## config.mk

```make
export PLATFORM = sky130hd
export DESIGN_NAME = period_stb_gen_flat
export DESIGN_NICKNAME = d
export VERILOG_FILES = /design/src/rtl/period_stb_gen_if.sv /design/src/rtl/period_stb_gen.sv /design/src/flat_wrapper.sv
export SDC_FILE = /design/constraint.sdc
export NUM_CORES = 1
export LEC_CHECK = 0
export ABC_AREA = 1
export CELL_PAD_IN_SITES_DETAIL_PLACEMENT = 1
export CELL_PAD_IN_SITES_GLOBAL_PLACEMENT = 2
export CORE_AREA = 2 2 231 233
export DETAILED_ROUTE_END_ITERATION = 8
export DIE_AREA = 0 0 233 235
export GPL_TIMING_DRIVEN = 0
export PLACE_DENSITY = 0.9
export SYNTH_ARGS = -nofsm -noshare
export SYNTH_HDL_FRONTEND = slang
export SYNTH_SLANG_ARGS = --single-unit
```

## constraint.sdc

```tcl
create_clock -name clk_i -period 8 [get_ports clk_i]
set_input_delay 1.6 -clock clk_i [delete_from_list [all_inputs] [get_ports clk_i]]
set_output_delay 1.6 -clock clk_i [all_outputs]
set_load 0.02 [all_outputs]
```

## src/rtl/period_stb_gen_if.sv

```systemverilog
// Reference input, control/config inputs and strobe/status outputs of period_stb_gen.
// The master drives sig/start/stop/phase/width; the slave (the generator) drives the rest.
interface period_stb_gen_if #(
    parameter int CNT_W = 32
);
    logic             sig_i;
    logic             start_i;
    logic             stop_i;
    logic [CNT_W-1:0] phase_i;
    logic [CNT_W-1:0] width_i;
    logic             stb_o;
    logic [CNT_W-1:0] period_o;
    logic             rdy_o;
    logic             busy_o;
    logic             err_o;

    modport master (
        output sig_i, start_i, stop_i, phase_i, width_i,
        input  stb_o, period_o, rdy_o, busy_o, err_o
    );

    modport slave (
        input  sig_i, start_i, stop_i, phase_i, width_i,
        output stb_o, period_o, rdy_o, busy_o, err_o
    );
endinterface

```

## src/rtl/period_stb_gen.sv

```systemverilog
// Measures the averaged period of sig_i, then free-runs a phase-offset strobe at that period.
// Optional macro PERIOD_STB_GEN_TIMEOUT_EN adds an edge timeout in SYNC/MEASURE.
module period_stb_gen #(
    parameter int CNT_W       = 32,
    parameter int AVG_LOG2    = 2,
    parameter int SYNC_STAGES = 2,
    parameter int TIMEOUT     = 2**20
) (
    input  logic            clk_i,
    input  logic            arst_i,
    period_stb_gen_if.slave bus
);
    localparam int                ACC_W     = CNT_W + AVG_LOG2;
    localparam int                EDGE_W    = AVG_LOG2 + 1;
    localparam logic [CNT_W-1:0]  IVL_MAX   = '1;
    localparam logic [EDGE_W-1:0] EDGE_LAST = EDGE_W'((1 << AVG_LOG2) - 1);

    typedef enum logic [5:0] {
        IDLE    = 6'b000001,
        SYNC    = 6'b000010,
        MEASURE = 6'b000100,
        CALC    = 6'b001000,
        RUN     = 6'b010000,
        ERR     = 6'b100000
    } state_t;

    state_t             state_reg, state_next;
    logic [SYNC_STAGES-1:0] sync_reg, sync_next;
    logic               sig_d_reg, sig_pe_reg;
    logic [CNT_W-1:0]   ivl_reg, period_reg, phase_reg, width_reg, ph_reg;
    logic [EDGE_W-1:0]  edge_cnt_reg;
    logic [ACC_W-1:0]   acc_reg;
    logic               stb_reg;
    logic [CNT_W-1:0]   calc_period;
    logic               calc_bad;
    logic               timeout_hit;
    logic [CNT_W-1:0]   win_ph, win_phase, win_width;
    logic [CNT_W:0]     win_end;
    logic               in_win;

    assign sync_next[0] = bus.sig_i;
    genvar gi;
    generate
        for (gi = 1; gi < SYNC_STAGES; gi++) begin : g_sync
            assign sync_next[gi] = sync_reg[gi-1];
        end
    endgenerate

    always_ff @(posedge clk_i or posedge arst_i) begin
        if (arst_i) begin
            sync_reg   <= '0;
            sig_d_reg  <= 1'b0;
            sig_pe_reg <= 1'b0;
        end else begin
            sync_reg   <= sync_next;
            sig_d_reg  <= sync_reg[SYNC_STAGES-1];
            sig_pe_reg <= sync_reg[SYNC_STAGES-1] & ~sig_d_reg;
        end
    end

    assign calc_period = acc_reg[ACC_W-1:AVG_LOG2];
    assign calc_bad    = (calc_period < CNT_W'(2)) ||
                         (({1'b0, bus.phase_i} + {1'b0, bus.width_i}) > {1'b0, calc_period});

`ifdef PERIOD_STB_GEN_TIMEOUT_EN
    logic [CNT_W-1:0] tmo_reg;
    logic             waiting;
    assign waiting     = (state_reg == SYNC) || (state_reg == MEASURE);
    assign timeout_hit = waiting && !sig_pe_reg && (tmo_reg == CNT_W'(TIMEOUT - 1));

    // Restarts at 0 on every edge and on every fresh entry into SYNC.
    always_ff @(posedge clk_i or posedge arst_i) begin
        if (arst_i)
            tmo_reg <= '0;
        else if (sig_pe_reg || !(state_next == SYNC || state_next == MEASURE) ||
                 (state_next == SYNC && state_reg != SYNC))
            tmo_reg <= '0;
        else
            tmo_reg <= tmo_reg + CNT_W'(1);
    end
`else
    localparam int unused_timeout = TIMEOUT;
    assign timeout_hit = 1'b0;
`endif

    always_ff @(posedge clk_i or posedge arst_i) begin
        if (arst_i)
            state_reg <= IDLE;
        else
            state_reg <= state_next;
    end

    always_comb begin
        state_next = state_reg;
        case (state_reg)
            IDLE:    state_next = IDLE;
            SYNC:    if (timeout_hit) state_next = ERR;
                     else if (sig_pe_reg) state_next = MEASURE;
            MEASURE: if (ivl_reg == IVL_MAX || timeout_hit) state_next = ERR;
                     else if (sig_pe_reg && edge_cnt_reg == EDGE_LAST) state_next = CALC;
            CALC:    state_next = calc_bad ? ERR : RUN;
            RUN:     state_next = RUN;
            ERR:     state_next = ERR;
            default: state_next = IDLE;
        endcase
        if (bus.start_i) state_next = SYNC;
        if (bus.stop_i)  state_next = IDLE;
    end

    always_comb begin
        bus.rdy_o  = (state_reg == RUN);
        bus.busy_o = (state_reg == SYNC) || (state_reg == MEASURE) || (state_reg == CALC);
        bus.err_o  = (state_reg == ERR);
    end

    // CALC counts as phase 0 so a phase-0 strobe is already high in the first RUN cycle.
    always_comb begin
        win_ph    = ph_reg;
        win_phase = phase_reg;
        win_width = width_reg;
        if (state_reg == CALC) begin
            win_ph    = '0;
            win_phase = bus.phase_i;
            win_width = bus.width_i;
        end
    end
    assign win_end = {1'b0, win_phase} + {1'b0, win_width};
    assign in_win  = (win_ph >= win_phase) && ({1'b0, win_ph} < win_end);

    always_ff @(posedge clk_i or posedge arst_i) begin
        if (arst_i) begin
            ivl_reg      <= '0;
            edge_cnt_reg <= '0;
            acc_reg      <= '0;
            period_reg   <= '0;
            phase_reg    <= '0;
            width_reg    <= '0;
            ph_reg       <= '0;
            stb_reg      <= 1'b0;
        end else begin
            if (state_next == SYNC || state_reg == SYNC) begin
                ivl_reg      <= '0;
                edge_cnt_reg <= '0;
                acc_reg      <= '0;
            end else if (state_reg == MEASURE) begin
                if (sig_pe_reg) begin
                    acc_reg      <= acc_reg + ACC_W'(ivl_reg) + ACC_W'(1);
                    ivl_reg      <= '0;
                    edge_cnt_reg <= edge_cnt_reg + EDGE_W'(1);
                end else if (ivl_reg != IVL_MAX) begin
                    ivl_reg <= ivl_reg + CNT_W'(1);
                end
            end
            if (state_reg == CALC) begin
                period_reg <= calc_period;
                phase_reg  <= bus.phase_i;
                width_reg  <= bus.width_i;
                ph_reg     <= CNT_W'(1);
            end else if (state_reg == RUN) begin
                ph_reg <= (ph_reg == period_reg - CNT_W'(1)) ? '0 : ph_reg + CNT_W'(1);
            end
            stb_reg <= in_win && (state_next == RUN);
        end
    end

    assign bus.stb_o    = stb_reg;
    assign bus.period_o = period_reg;
endmodule

```

## src/flat_wrapper.sv

```systemverilog
// flat-port wrapper written by rule: the top's interface ports become plain ports
module period_stb_gen_flat 
#(
    parameter int CNT_W       = 32,
    parameter int AVG_LOG2    = 2,
    parameter int SYNC_STAGES = 2,
    parameter int TIMEOUT     = 2**20
)
  (clk_i, arst_i, bus_sig_i, bus_start_i, bus_stop_i, bus_phase_i, bus_width_i, bus_stb_o, bus_period_o, bus_rdy_o, bus_busy_o, bus_err_o);
  period_stb_gen_if #(.CNT_W(CNT_W)) bus_i ();
  input  logic clk_i;
  input  logic arst_i;
  input wire logic [$bits(bus_i.sig_i)-1:0] bus_sig_i;
  input wire logic [$bits(bus_i.start_i)-1:0] bus_start_i;
  input wire logic [$bits(bus_i.stop_i)-1:0] bus_stop_i;
  input wire logic [$bits(bus_i.phase_i)-1:0] bus_phase_i;
  input wire logic [$bits(bus_i.width_i)-1:0] bus_width_i;
  output wire logic [$bits(bus_i.stb_o)-1:0] bus_stb_o;
  output wire logic [$bits(bus_i.period_o)-1:0] bus_period_o;
  output wire logic [$bits(bus_i.rdy_o)-1:0] bus_rdy_o;
  output wire logic [$bits(bus_i.busy_o)-1:0] bus_busy_o;
  output wire logic [$bits(bus_i.err_o)-1:0] bus_err_o;
  assign bus_i.sig_i = bus_sig_i;
  assign bus_i.start_i = bus_start_i;
  assign bus_i.stop_i = bus_stop_i;
  assign bus_i.phase_i = bus_phase_i;
  assign bus_i.width_i = bus_width_i;
  assign bus_stb_o = bus_i.stb_o;
  assign bus_period_o = bus_i.period_o;
  assign bus_rdy_o = bus_i.rdy_o;
  assign bus_busy_o = bus_i.busy_o;
  assign bus_err_o = bus_i.err_o;
  period_stb_gen #(.CNT_W(CNT_W), .AVG_LOG2(AVG_LOG2), .SYNC_STAGES(SYNC_STAGES), .TIMEOUT(TIMEOUT)) u_core (.clk_i(clk_i), .arst_i(arst_i), .bus(bus_i));
endmodule
```

; ---- After elaboration in Yosys (flattened, before gate mapping)
; Cells that the tools add are included.
[totals]
ff_bits = 208
in_bits = 69
output_inout_bits = 36
[classes]
n_addsub = 8
n_lt_le_gt_ge = 4
n_eq_ne = 11
n_mux = 23
n_bitwise = 2
n_reduce_logical = 13
[op_table]
columns = operator, n
row1 = 32-bit two-way mux, 10
row2 = 34-bit two-way mux, 3
row3 = 32-bit by 32-bit adder with 33-bit output, 2
row4 = "32-bit by 1-bit adder with 32-bit output, second input constant", 2
row5 = 6-bit two-way mux, 6
row6 = "34-bit by 1-bit adder with 34-bit output, second input constant", 1
row7 = 34-bit by 32-bit adder with 34-bit output, 1
row8 = 33-bit by 32-bit > comparator with 1-bit output, 1
row9 = 32-bit by 33-bit < comparator with 1-bit output, 1
row10 = 32-bit equality test, 1
row11 = "32-bit equality test, second input constant", 1
row12 = 32-bit >= comparator, 1
row13 = "32-bit by 2-bit < comparator with 1-bit output, second input constant", 1
row14 = "32-bit inequality test, second input constant", 1
row15 = "32-bit by 1-bit subtractor with 32-bit output, second input constant", 1
row16 = 6-bit case mux with 5 select lines, 1
row17 = "6-bit by 2-bit equality test with 1-bit output, second input constant", 2
row18 = "6-bit by 5-bit equality test with 1-bit output, second input constant", 2
row19 = 3-bit two-way mux, 3
row20 = "6-bit by 3-bit equality test with 1-bit output, second input constant", 1
row21 = "6-bit by 4-bit equality test with 1-bit output, second input constant", 1
row22 = "6-bit equality test, second input constant", 1
row23 = 2-bit nonzero test, 3
row24 = 1-bit logical OR, 4
row25 = other kinds (7), 10

; ---- Logic depth before layout (Yosys ltp)
; Gate-level depths: netlist of the first run.
[logic_depth]
word_depth = 11
ltp_mapped = 33

; ---- Worst setup path before layout of the first run
; No wires, ideal clock.
[synth_timing]
path_type = input to register
from = input bus_phase_i[2]
to = register u_core.stb_reg (netlist: u_core.bus.stb_o)
arrival_ns = 4.617
slack_ns = 3.312
cell_stages = 23
cell_sequence = o21ai_0 inv_1 ha_1 a21oi_1 nand2_1 a21oi_1 o21ai_0 a21oi_1 inv_1 a21oi_1 inv_1 a21oi_1 xor2_1 ha_1 nand2_1 inv_1 o21ai_0 a21oi_1 a2111oi_0 nor2_1 nor2_1 nand3_1 nor2_1
[synth_between]
word_cells_on_any_way = 14
[synth_rtl]
columns = element, line_no
row1 = "start, declared", flat_wrapper.sv:16  ; input wire logic [$bits(bus_i.phase_i)-1:0] bus_phase_i;
row2 = 32-bit two-way mux *, period_stb_gen.sv:121  ; if (state_reg == CALC) begin
row3 = net u_core.win_phase[2], period_stb_gen.sv:37  ; logic [CNT_W-1:0] win_ph, win_phase, win_width;
row4 = 32-bit by 32-bit adder with 33-bit output, period_stb_gen.sv:127  ; assign win_end = {1'b0, win_phase} + {1'b0, win_width};
row5 = 32-bit by 33-bit < comparator with 1-bit output, period_stb_gen.sv:128  ; assign in_win = (win_ph >= win_phase) && ({1'b0, win_ph} < win_end);
row6 = 1-bit logical AND *, period_stb_gen.sv:128
row7 = 1-bit logical AND *, period_stb_gen.sv:162  ; stb_reg <= in_win && (state_next == RUN);
row8 = "end signal, assigned", period_stb_gen.sv:162
row9 = "end, declared", period_stb_gen.sv:33  ; logic stb_reg;
; The timed path passes the listed nets; every way through them passes the cells marked *.
; A chain may end at the register's enable or synchronous reset.

; ---- Final worst setup path of the first run
[layout_timing]
from = register u_core.state_reg[4]
to = register u_core.stb_reg (netlist: u_core.bus.stb_o)
[layout_between]
word_cells_on_any_way = 20
[layout_rtl]
columns = element, line_no
row1 = "start, declared", period_stb_gen.sv:27  ; state_t state_reg, state_next;
row2 = "start signal, assigned", period_stb_gen.sv:90  ; state_reg <= state_next;
row3 = 6-bit by 4-bit equality test with 1-bit output, period_stb_gen.sv:121
row4 = 32-bit two-way mux, period_stb_gen.sv:121
row5 = net u_core.win_width[2], period_stb_gen.sv:37
row6 = 32-bit by 32-bit adder with 33-bit output, period_stb_gen.sv:127
row7 = 32-bit by 33-bit < comparator with 1-bit output, period_stb_gen.sv:128
row8 = 1-bit logical AND, period_stb_gen.sv:128
row9 = 1-bit logical AND, period_stb_gen.sv:162
; The timed path passes the listed nets, and every way through them passes these cells.

==> results list, run 1 <==
* Critical Path End Type: flop
* Leading cell type in the layout, fill and taps excluded: sky130_fd_sc_hd__nand2_1
- Across the VDD grid, the largest voltage drop is 0.164 mV.
* Worst endpoint data arrival time: 7.91 ns
* Reg-to-Reg End: u_core.bus.stb_o
- RSZ-0062 raised after global routing: no
- During synthesis, Yosys emitted a total of 0 warnings.
- Switching portion of total power: 31.7%
- The most numerous cell type found on the critical path is sky130_fd_sc_hd__a21oi_1.
- Ys async rst share: 100%
- Global-route wire length before repair: 113 mm
* Total setup violations reported at the end of the flow: 0
* Slew at the pin with the worst max-slew slack: 1.06 ns
* Power share of the sequential group: 33.1%
- In this run the register-to-register setup slack is 0.56 ns.
* Final period demand of the worst path: 7.44 ns
- Hold bufs inserted after CTS: 0
* Register clock-pin slew on the reported worst setup and hold paths: 0.06 ns
- Fin. max-slew vios: 0
- The die is 235 um tall.
* # Max-Cap Violations: 0
* Footprint of the multi-input gates: 11900 um^2
- Summing every instance area after synthesis gives 18600 um^2.
- H-tree levels: 1
* Total number of vias: 18.6k
* Critical-path cell with the highest stage delay: sky130_fd_sc_hd__clkbuf_1
- The worst hold path belongs to the class reg -> reg.
- The library cells used most frequently in the layout, excluding fill and tap cells, are sky130_fd_sc_hd__nand2_1, sky130_fd_sc_hd__inv_1, sky130_fd_sc_hd__nor2_1, sky130_fd_sc_hd__dfrtp_1, sky130_fd_sc_hd__ha_1.
* WP buf/inv: 7
* Count of buffers added by post-CTS timing repair for setup: 0
- On the final layout, the worst hold slack is 0.356 ns.
- The run finished with clean final reports.
* Area overhead of the layout relative to synthesis: 16.2%
- For this design the total switching power over the nets is 1.06 mW.
- Each instance of the synthesized netlist takes up on average 7.10 um^2.
* Overflow left after global routing: 0
- CTS root buffer: sky130_fd_sc_hd__clkbuf_16
- The longest clock path from root to sink contains 3 buffers.
* Per-cell via count in the routed design: 5.37
- Multiplexer cells account for 0% of the synthesized area.
* Highest fanout seen on the critical path: 10
* Number of flip-flops and latches in the synthesized netlist: 208
- Clock skew after layout: 0.0298 ns
* Final RePlAce weighted congestion: 0.937
- Count of nets left with antenna violations after detail routing: 0
- Cells after synthesis: 2614
* Detailed Place HPWL: 59.4 mm
* Hold_sp: u_core.sync_reg[0]
* Number of port buffers: 104
- Cell depth of the worst hold path: 0
- The number of gates resized after CTS was 0.
- In the routed design, unresolved DRC markers number 0.
* Post-Synthesis Net Count: 2882
- DRC violation total after the first TritonRoute iteration: 974
- Complex-gate fraction of the synthesized area: 14.0%
* Leakage power summed over all cells: 10.8 nW
- At the later pin of the worst-skew pair, clock insertion delay measures 0.60 ns.
* Internal Pwr Total: 2.28 mW
- Initial cell density of the core: 35.5%
* Biggest cell delay along the critical path: 0.78 ns
* CTS tree: done
- Sort of element at the start of the critical path: flop
- Worst rel slew slack: 29.6%
- Largest family of logic cells by synthesized area: simple AND/OR/NAND/NOR gates
- The die is 233 um wide.
- Reg-to-reg critical path startpoint: u_core.state_reg[4]
- Aggregate routed wire length: 73.7 mm
* Fraction of layout cells with a size suffix above 1: 6.10%
- The net count of the finished layout is 3017.
- Measured in cells, the most critical reg-to-reg path has a length of 29.
- Combinational logic is responsible for 23.0% of the overall power.
- Adder-cell share of the synthesized area: 13.5%
- Synth cell types: 63
- Summing all flip-flop and latch instances after layout gives 5210 um^2.
- Number of CTS-inserted buffers: 28
* Antenna violations before repair: 1
- The kind of cell with the highest combined delay along the critical path is buffers and inverters.
- Clock Sink Count: 208
- The via count of the first global-routing pass was 19.7k.
- IO Pins: 105
* Fraction of synthesized cell area in xor and xnor cells: 7.50%
- The initialized floorplan defines 84 standard-cell rows.
* WS Path Type: reg -> reg
* Primary FF master, synth: sky130_fd_sc_hd__dfrtp_1
- Simple-gate share of the synthesized area: 29.3%
- The synthesized design contains 0 enable-type register cells.
- Final-report hold violation count: 0
- Dividing the detail-routed wire length by the instance count gives 21.3 um.
- Number of flip-flops in the largest register: 34
- Fill cells in the final layout number 6555.
- For hold timing, the worst endpoint is u_core.sync_reg[1].
* Tot GR Track Use: 26.7%
* TNS Setup: 0 ns
- The share of total power dissipated in the clock network is 43.9%.
- Sequential share of the synthesized area: 28.1%
- Areal power density over the cells: 154 nW/um^2
* Highest attainable clock frequency: 0.134 GHz
* Length of the first detailed-routing pass in iterations: 5
- Entering global routing, the biggest net connects 120 pins.
- Required time at the worst-slack endpoint: 8.47 ns
* Placeable Area: 52200 um^2
- Ratio of final minimum period to clock period: 92.9%
- The die covers 54800 um^2.
## metrics by stage
stage                     setup WS (ns)  utilization (%)  area [um^2]  std cells  power, mW
after floorplan                   0.721                -        18600       2614       1.62
after global routing              0.116             41.3        21600       3458       3.49
after global placement            -2.77             39.2        20500       3406       1.84
after detailed placement          0.810             39.2        20500       3407       1.88
after CTS                         0.751             41.3        21600       3458       3.36
final                             0.564             41.3        21600       3460       3.33
## power groups by stage
stage	Clock [mW]	Combinational (mW)	Sequential (mW)
after CTS	1.49	0.765	1.10
after detailed placement	0	0.758	1.12
after floorplan	0	0.509	1.11
final	1.46	0.767	1.10
after global placement	0	0.724	1.12
after global routing	1.53	0.855	1.11
## synth_stat cells (51+ instances only)
master                    count  area, um^2
sky130_fd_sc_hd__a21oi_1    168         841
sky130_fd_sc_hd__dfrtp_1    207        5180
sky130_fd_sc_hd__ha_1       196        2450
sky130_fd_sc_hd__inv_1      305        1140
sky130_fd_sc_hd__nand2_1    643        2410
sky130_fd_sc_hd__nand3_1    100         500
sky130_fd_sc_hd__nand4_1     56         350
sky130_fd_sc_hd__nor2_1     235         882
sky130_fd_sc_hd__nor3_1      51         255
sky130_fd_sc_hd__o21ai_0    169         846
sky130_fd_sc_hd__xnor2_1     55         482
sky130_fd_sc_hd__xor2_1     104         911
## worst max-delay path by stage
stage / from / endpoint / cells after the start
2_1_floorplan: arst_i / u_core.acc_reg[0] / 1
3_3_place_gp: arst_i / u_core.phase_reg[26] / 2
3_5_place_dp: u_core.state_reg[4] / u_core.bus.stb_o / 29
4_1_cts: u_core.state_reg[4] / u_core.bus.stb_o / 29
5_1_grt: u_core.state_reg[4] / u_core.bus.stb_o / 29
6_report: u_core.state_reg[4] / u_core.bus.stb_o / 29
## cell type report
| class | count | share of cell area, % |
|---|---|---|
| Antenna cell | 2 | 0.0232 |
| Buffer | 53 | 1.10 |
| Clock buffer | 35 | 3.60 |
| Clock inverter | 16 | 1.32 |
| Inverter | 312 | 5.47 |
| Multi-Input combinational cell | 2041 | 55.4 |
| Sequential cell | 208 | 24.1 |
| Tap cell | 688 | 3.99 |
| Timing Repair Buffer | 105 | 4.96 |
## layer usage
metal / routed length [um] / up-vias / global-route usage, %
met5: 0 / - / 0
met4: 3020 / 0 / 10.3
met3: 3100 / 130 / 3.08
met2: 34500 / 389 / 44.7
met1: 33000 / 9098 / 35.0
li1: - / 8952 / -
## cells by family after synthesis
kind of cell | count (synthesis)
and+or+nand+nor | 1221
xor gates and xnor gates | 159
AOI/OAI and AO/OA | 462
buffers and inverters | 365
adders and majority gates | 199
DFF | 208
Power figures use the tool's default switching activity.
==> inputs of run 2 (changes only) <==
Settings changed: CTS_CLUSTER_SIZE from default to 8.
==> run 2 against run 1 <==
  * Sequential power hardly changed
  * Fmax increased by 1.1%
  * Wire length is essentially flat
  * Clock skew decreased by 0.014 ns
  * Global-route usage is 0.056 points lower
  * Sequential cell count unchanged
  * Core utilization shrank 0.38 points
  * Count of clock-buffer cells in the layout is 3 higher
  * Critical path depth is the same
  * Sequential share of layout area grew 0.22 points
  * Register-to-register slack gained 0.08 ns
  * Non-clock buffer count unchanged
  * Largest power group unchanged
==> results list, run 2 (same netlist as run 1, synthesis figures left out) <==
- The flow ran to the end, and the final reports show no timing, DRC or antenna violations.
- The die outline area came to 54800 um^2 (unchanged).
* Placeable Area: 52200 um^2 (unchanged)
* Fraction of layout cells with a size suffix above 1: 5.69% (-0.41 points)
* Worst endpoint data arrival time: 7.85 ns (-0.06 ns)
* WS Path Type: reg -> reg
* RSZ-0062 raised after global routing: no
* Biggest cell delay along the critical path: 0.80 ns (+0.02 ns)
- The final setup violation count is 0 (unchanged).
* Footprint of the multi-input gates: 11900 um^2 (unchanged)
* Mean routed wirelength per cell: 21.4 um (+0.33%)
- Aggregate routed wire length: 73.7 mm (about the same)
* Worst-Skew Late Latency: 0.61 ns (about the same)
- Fill count: 6575 (+0.31%)
- Leaving out fill and tap cells, the most frequent cell in the layout is sky130_fd_sc_hd__nand2_1.
- TritonCTS built the clock tree.
- Sort of element at the start of the critical path: flop
- Highest attainable clock frequency: 0.136 GHz (+1.1%)
* Remaining design rule violation count: 0 (unchanged)
- Tot GR Track Use: 26.7% (-0.056 points)
- Leaving out fill and tap cells, the most frequent cells in the layout are sky130_fd_sc_hd__nand2_1, sky130_fd_sc_hd__inv_1, sky130_fd_sc_hd__nor2_1, sky130_fd_sc_hd__dfrtp_1, sky130_fd_sc_hd__ha_1.
- Count of nets left with antenna violations after detail routing: 0 (unchanged)
- Clock Sink Count: 208 (unchanged)
- The sequential cell area is 5210 um^2 (unchanged).
* Clock skew after layout: 0.0160 ns (-0.0138 ns)
* Power after layout: 3.12 mW (-6.3%)
- Number of port buffers: 104 (unchanged)
- Highest ir drop seen on vdd: 0.165 mV (+0.38%)
* Required time at the worst-slack endpoint: 8.49 ns (+0.02 ns)
- The post-CTS setup repair buffer count was 0 (unchanged).
- The total iterations of the first detailed-routing run came to 5 (unchanged).
* Final RePlAce weighted congestion: 0.937 (unchanged)
- The largest net degree at the start of global routing is 120 (unchanged).
- The minimum clock period is 7.35 ns (-0.0842 ns).
* DRC violation total after the first TritonRoute iteration: 986 (+1.2%)
* Final-report hold violation count: 0 (unchanged)
- Total number of vias: 18.6k (+0.048%)
- Global-route wire length before repair: 113 mm (-0.27%)
- Per-cell via count in the routed design: 5.38 (+0.34%)
- Critical-path cell with the highest stage delay: sky130_fd_sc_hd__clkbuf_1
- Among the stages of the critical path, the cell type that occurs most often is sky130_fd_sc_hd__a21oi_1.
* Critical Path End Type: flop
- Clock tree synthesis selected as its root buffer the cell sky130_fd_sc_hd__clkbuf_16.
- Register clock-pin slew on the reported worst setup and hold paths: 0.05 ns (about the same)
* IO Pins: 105 (unchanged)
* Detailed Place HPWL: 59.4 mm (unchanged)
- Highest fanout seen on the critical path: 10 (unchanged)
- The number of nets in the layout is 3020 (+0.099%).
* Kind of path behind the tightest hold check: reg -> reg
- Number of standard-cell rows in the floorplan: 84 (unchanged)
- H-tree levels: 1 (unchanged)
- Number of global-route vias before repair: 19.6k (-0.47%)
* Clock tree buffer depth: 3 (unchanged)
- Area overhead of the layout relative to synthesis: 15.1%
- Fin. max-slew vios: 0 (unchanged)
- Post-route core utilization: 40.9% (-0.38 points)
- The number of flip-flops under the largest register name was 34 (unchanged).
* Antenna violations before repair: 1 (unchanged)
- The final critical-path share of the clock period was 91.9% (-1.1 points).
- The height of the die came to 235 um (unchanged).
- The remaining global-route overflow came to 0 (unchanged).
* Slew at the pin with the worst max-slew slack: 1.11 ns (+0.0501 ns)
- The remaining max-slew budget at the tightest pin was 26.3% (-3.3 points).
* Number of CTS-inserted buffers: 31 (+11%)
- The number of cells upsized or downsized after cts was 0 (unchanged).
* Hold bufs inserted after CTS: 0 (unchanged)
* Leakage power summed over all cells: 10.7 nW (-0.92%)
- Die outline width: 233 um (unchanged)
- The initial cell density of the core came to 35.5% (unchanged).
- Areal power density over the cells: 146 nW/um^2 (-5.4%)
- The count of max-cap constraint violations came to 0 (unchanged).
## run 2: cell count changes in the layout (fill, tap and decap cells not counted), sizes merged
cell / delta
bufinv: -7
clkbuf: +3
inv: +1
clkinv: -7
## run 2: final timing paths
path,startpoint,endpoint,slack [ns],cells after the start
hold / removal,u_core.sync_reg[0],u_core.sync_reg[1],0.36,0
min in group asynchronous,arst_i,u_core.bus.period_o[2],1.47,2
hold reg to reg,u_core.sync_reg[0],u_core.sync_reg[1],0.36,0
max in group asynchronous,arst_i,u_core.width_reg[27],5.39,3
setup / recovery,u_core.state_reg[4],u_core.bus.stb_o,0.65,29
setup reg to reg,u_core.state_reg[4],u_core.bus.stb_o,0.65,29
## run 2: through the flow
stage          TNS, ns  cell area [um^2]  instances  setup slack, ns  hold slack, ns
6_report             0             21400       3450            0.648           0.356
5_1_grt              0             21400       3448           0.0941           0.366
4_1_cts              0             21400       3448            0.740           0.358
3_5_place_dp         0             20500       3407            0.810           0.339
3_3_place_gp   -567.67             20500       3406            -2.77           0.336
2_1_floorplan        0             18600       2614            0.721           0.331
## run 2: area by class of cell
cell class	instances	area share, %
multi-input combinational	2041	55.9
sequential	208	24.4
inverter	312	5.52
timing repair buffer	105	5.00
tap	688	4.03
clock buffer	38	3.90
buffer	53	1.11
clock inverter	3	0.141
antenna	2	0.0234
## run 2: metal layers
layer	part of all wire (%)	GRT usage [%]	up-vias
met5	0	0	-
met4	3.9	10.0	0
met3	3.7	2.80	131
met2	47	44.4	344
met1	46	35.4	9159
li1	-	-	8944
## run 2: critical path: cells and delay by family, from the launching register on
kind	cells	cell delay, ns
AO/OA/AOI/OAI	9	2.15
AND/OR/NAND/NOR	10	1.58
adder cells (fa/ha/maj)	2	0.55
buffers and inverters	7	2.35
flip-flops	1	0.41
XOR/XNOR	1	0.19
## run 2: power breakdown
part           total, mW  switching, mW  internal (mW)
Combinational      0.769          0.488          0.281
Clock               1.25          0.531          0.716
Sequential          1.10         0.0216           1.08
==> inputs of run 3 (changes only) <==
Settings changed: CORE_AREA 2 2 231 233 to 4 4 233 235, DIE_AREA 0 0 233 235 to 0 0 237 239, SLEW_MARGIN from default to 5.
==> run 3 against run 2 <==
  * Non-clock buffer count rose by 1
  * Core utilization rose by 0.17 points
  * Combinational power rose by 0.8%
  * Via count rose by 0.26%
  * Die area rose by 3.4%
  * Largest cell class unchanged
  * Largest power group unchanged
==> results list, run 3 (same netlist as run 1, synthesis figures left out) <==
- The number of I/O pins was 105 (unchanged).
- Number of nets in the finished design: 3021 (+0.033%)
- Clock Sink Count: 208 (unchanged)
* DRC violation total after the first TritonRoute iteration: 1094 (+11%)
- Clock power frac: 41.1% (+1.1 points)
- The number of cells upsized or downsized after cts was 0 (unchanged).
- Pin count of the biggest net entering global routing: 79 (-34%)
- The proportion of layout cells with a drive suffix above 1 is 5.74% (+0.056 points).
- STA classifies the critical path endpoint as a flop.
* Share of power burned in combinational logic: 24.3% (-0.3 points)
* Status: finished, final reports clean
- Leakage power summed over all cells: 10.7 nW (+0.35%)
- Highest fanout seen on the critical path: 10 (unchanged)
- Power spent charging and discharging nets: 1.05 mW (+1.2%)
* Sort of element at the start of the critical path: flop
- The count of max-cap constraint violations came to 0 (unchanged).
- The via density per instance was 5.39 (about the same).
* Register clock-pin slew on the reported worst setup and hold paths: 0.06 ns (about the same)
* Number of CTS-inserted buffers: 31 (unchanged)
- The via count of the first global-routing pass was 19.8k (+0.88%).
* Slew at the pin with the worst max-slew slack: 1.10 ns (-0.00308 ns)
* Remaining design rule violation count: 0 (unchanged)
* Fill count: 6588 (+0.20%)
- The clock insertion delay at the later pin of the skew report is 0.60 ns (about the same).
* Number of flip-flops in the largest register: 34 (unchanged)
* CTS tree: done
* CTS root buffer: sky130_fd_sc_hd__clkbuf_16
- Overflow left after global routing: 0 (unchanged)
* TNS Setup: 0 ns (unchanged)
- The worst clock skew on the final layout is 0.0153 ns (-0.000724 ns).
- The detail-routed net length per standard cell came to 21.7 um (+1.7%).
- Global-route wire length before repair: 115 mm (+1.2%)
- Most used cell along the critical path: sky130_fd_sc_hd__a21oi_1
* Aggregate routed wire length: 75.1 mm (+2.0%)
- The stage delay of the slowest cell on the critical path came to 0.72 ns (-0.08 ns).
* Worst rel slew slack: 26.5% (+0.21 points)
- The post-CTS setup repair buffer count came to 0 (unchanged).
* Clock tree buffer depth: 3 (unchanged)
* Power after layout: 3.19 mW (+2.2%)
* RSZ-0062 raised after global routing: no
- The critical path buffer and inverter count was 7 (unchanged).
- Count of nets left with antenna violations after detail routing: 0 (unchanged)
* Kind of path behind the tightest hold check: reg -> reg
- The number of pins with negative max-slew slack in the final report is 0 (unchanged).
* Detailed Place HPWL: 60.8 mm (+2.3%)
* Final period demand of the worst path: 7.17 ns (-0.181 ns)
* Kind of cell with the highest combined delay on the critical path: buffers and inverters
* Worst endpoint data arrival time: 7.66 ns (-0.19 ns)
- The initial cell density of the core came to 35.5% (unchanged).
* Antenna violations before repair: 2 (+1)
- Total number of vias: 18.6k (+0.26%)
- The total number of H-tree levels is 1 (unchanged).
- WS Path Type: reg -> reg
* Number of standard-cell rows in the floorplan: 84 (unchanged)
- The net switching fraction of the power is 33.0% (-0.31 points).
* Required time at the worst-slack endpoint: 8.49 ns (about the same)
- Highest ir drop seen on vdd: 0.169 mV (+2.4%)
- The hold violation total from the final report came to 0 (unchanged).
* Commonest non-fill, non-tap cells in the layout: sky130_fd_sc_hd__nand2_1, sky130_fd_sc_hd__inv_1, sky130_fd_sc_hd__nor2_1, sky130_fd_sc_hd__dfrtp_1, sky130_fd_sc_hd__ha_1
- Final RePlAce weighted congestion: 0.909 (-3.0%)
* Power share of the sequential group: 34.6% (-0.8 points)
* Total setup violations reported at the end of the flow: 0 (unchanged)
* Setup WS pre-CTS: 0.976 ns (+0.166 ns)
- Hold bufs inserted after CTS: 0 (unchanged)
- The area of the core is 52200 um^2 (unchanged).
* Ratio of final minimum period to clock period: 89.6% (-2.3 points)
- The total iterations of the first detailed-routing run was 5 (unchanged).
- On the critical path, the stage with the largest delay is an instance of sky130_fd_sc_hd__clkbuf_1.
- The die outline area was 56600 um^2 (+3.4%).
* Area overhead of the layout relative to synthesis: 15.6%
- Highest attainable clock frequency: 0.139 GHz (+2.5%)
- Tot GR Track Use: 25.7% (-0.92 points)
- The height of the die is 239 um (+1.7%).
- The power per cell area is 149 nW/um^2 (+1.8%).
* Setup WS post-layout: 0.829 ns (+0.181 ns)
* Internal Pwr Total: 2.13 mW (+2.7%)
* Die outline width: 237 um (+1.7%)
- Number of port buffers: 104 (unchanged)
- The library cell used most frequently in the layout, excluding fill and tap cells, is sky130_fd_sc_hd__nand2_1.
-- run 3: metrics by stage --
stage | hold slack, ns | util, % | cells | cell area [um^2]
floorplan | 0.331 | - | 2614 | 18600
global placement | 0.338 | 39.2 | 3406 | 20500
detailed placement | 0.341 | 39.3 | 3408 | 20500
CTS | 0.352 | 41.1 | 3456 | 21400
global route | 0.375 | 41.1 | 3456 | 21400
finish | 0.349 | 41.1 | 3458 | 21400
-- run 3: power groups by stage --
stage	registers [mW]	clock network (mW)	logic [mW]
3_5_place_dp	1.12	0	0.765
6_report	1.10	1.31	0.775
5_1_grt	1.11	1.38	0.861
2_1_floorplan	1.11	0	0.509
3_3_place_gp	1.12	0	0.730
4_1_cts	1.10	1.34	0.772
-- run 3: final cells by class --
| class | instances | area, um^2 | area share, % |
|---|---|---|---|
| Antenna cell | 2 | 5.00 | 0.0233 |
| Timing Repair Buffer | 106 | 1100 | 5.11 |
| Clock buffer | 45 | 868 | 4.05 |
| Inverter | 312 | 1180 | 5.49 |
| Buffer | 53 | 238 | 1.11 |
| Sequential cell | 208 | 5210 | 24.3 |
| Multi-Input combinational cell | 2041 | 11900 | 55.7 |
| Clock inverter | 3 | 55.1 | 0.257 |
| Tap cell | 688 | 861 | 4.01 |
-- run 3: worst paths after layout --
path | slack (ns) | end | from | cells after the start
max | 0.83 | u_core.bus.stb_o | u_core.state_reg[4] | 29
min reg2reg | 0.35 | u_core.sync_reg[1] | u_core.sync_reg[0] | 0
min | 0.35 | u_core.sync_reg[1] | u_core.sync_reg[0] | 0
min in group asynchronous | 1.43 | u_core.bus.period_o[2] | arst_i | 2
max in group asynchronous | 5.32 | u_core.state_reg[0] | arst_i | 4
max reg2reg | 0.83 | u_core.bus.stb_o | u_core.state_reg[4] | 29
-- run 3: routing by layer --
metal  vias to the layer above  routed length [um]  track usage (%)
met2                       373               35700             44.1
met5                         -                   0                0
li1                       8966                   -                -
met4                         0                3560             10.8
met3                       151                3020             3.35
met1                      9136               32900             32.8
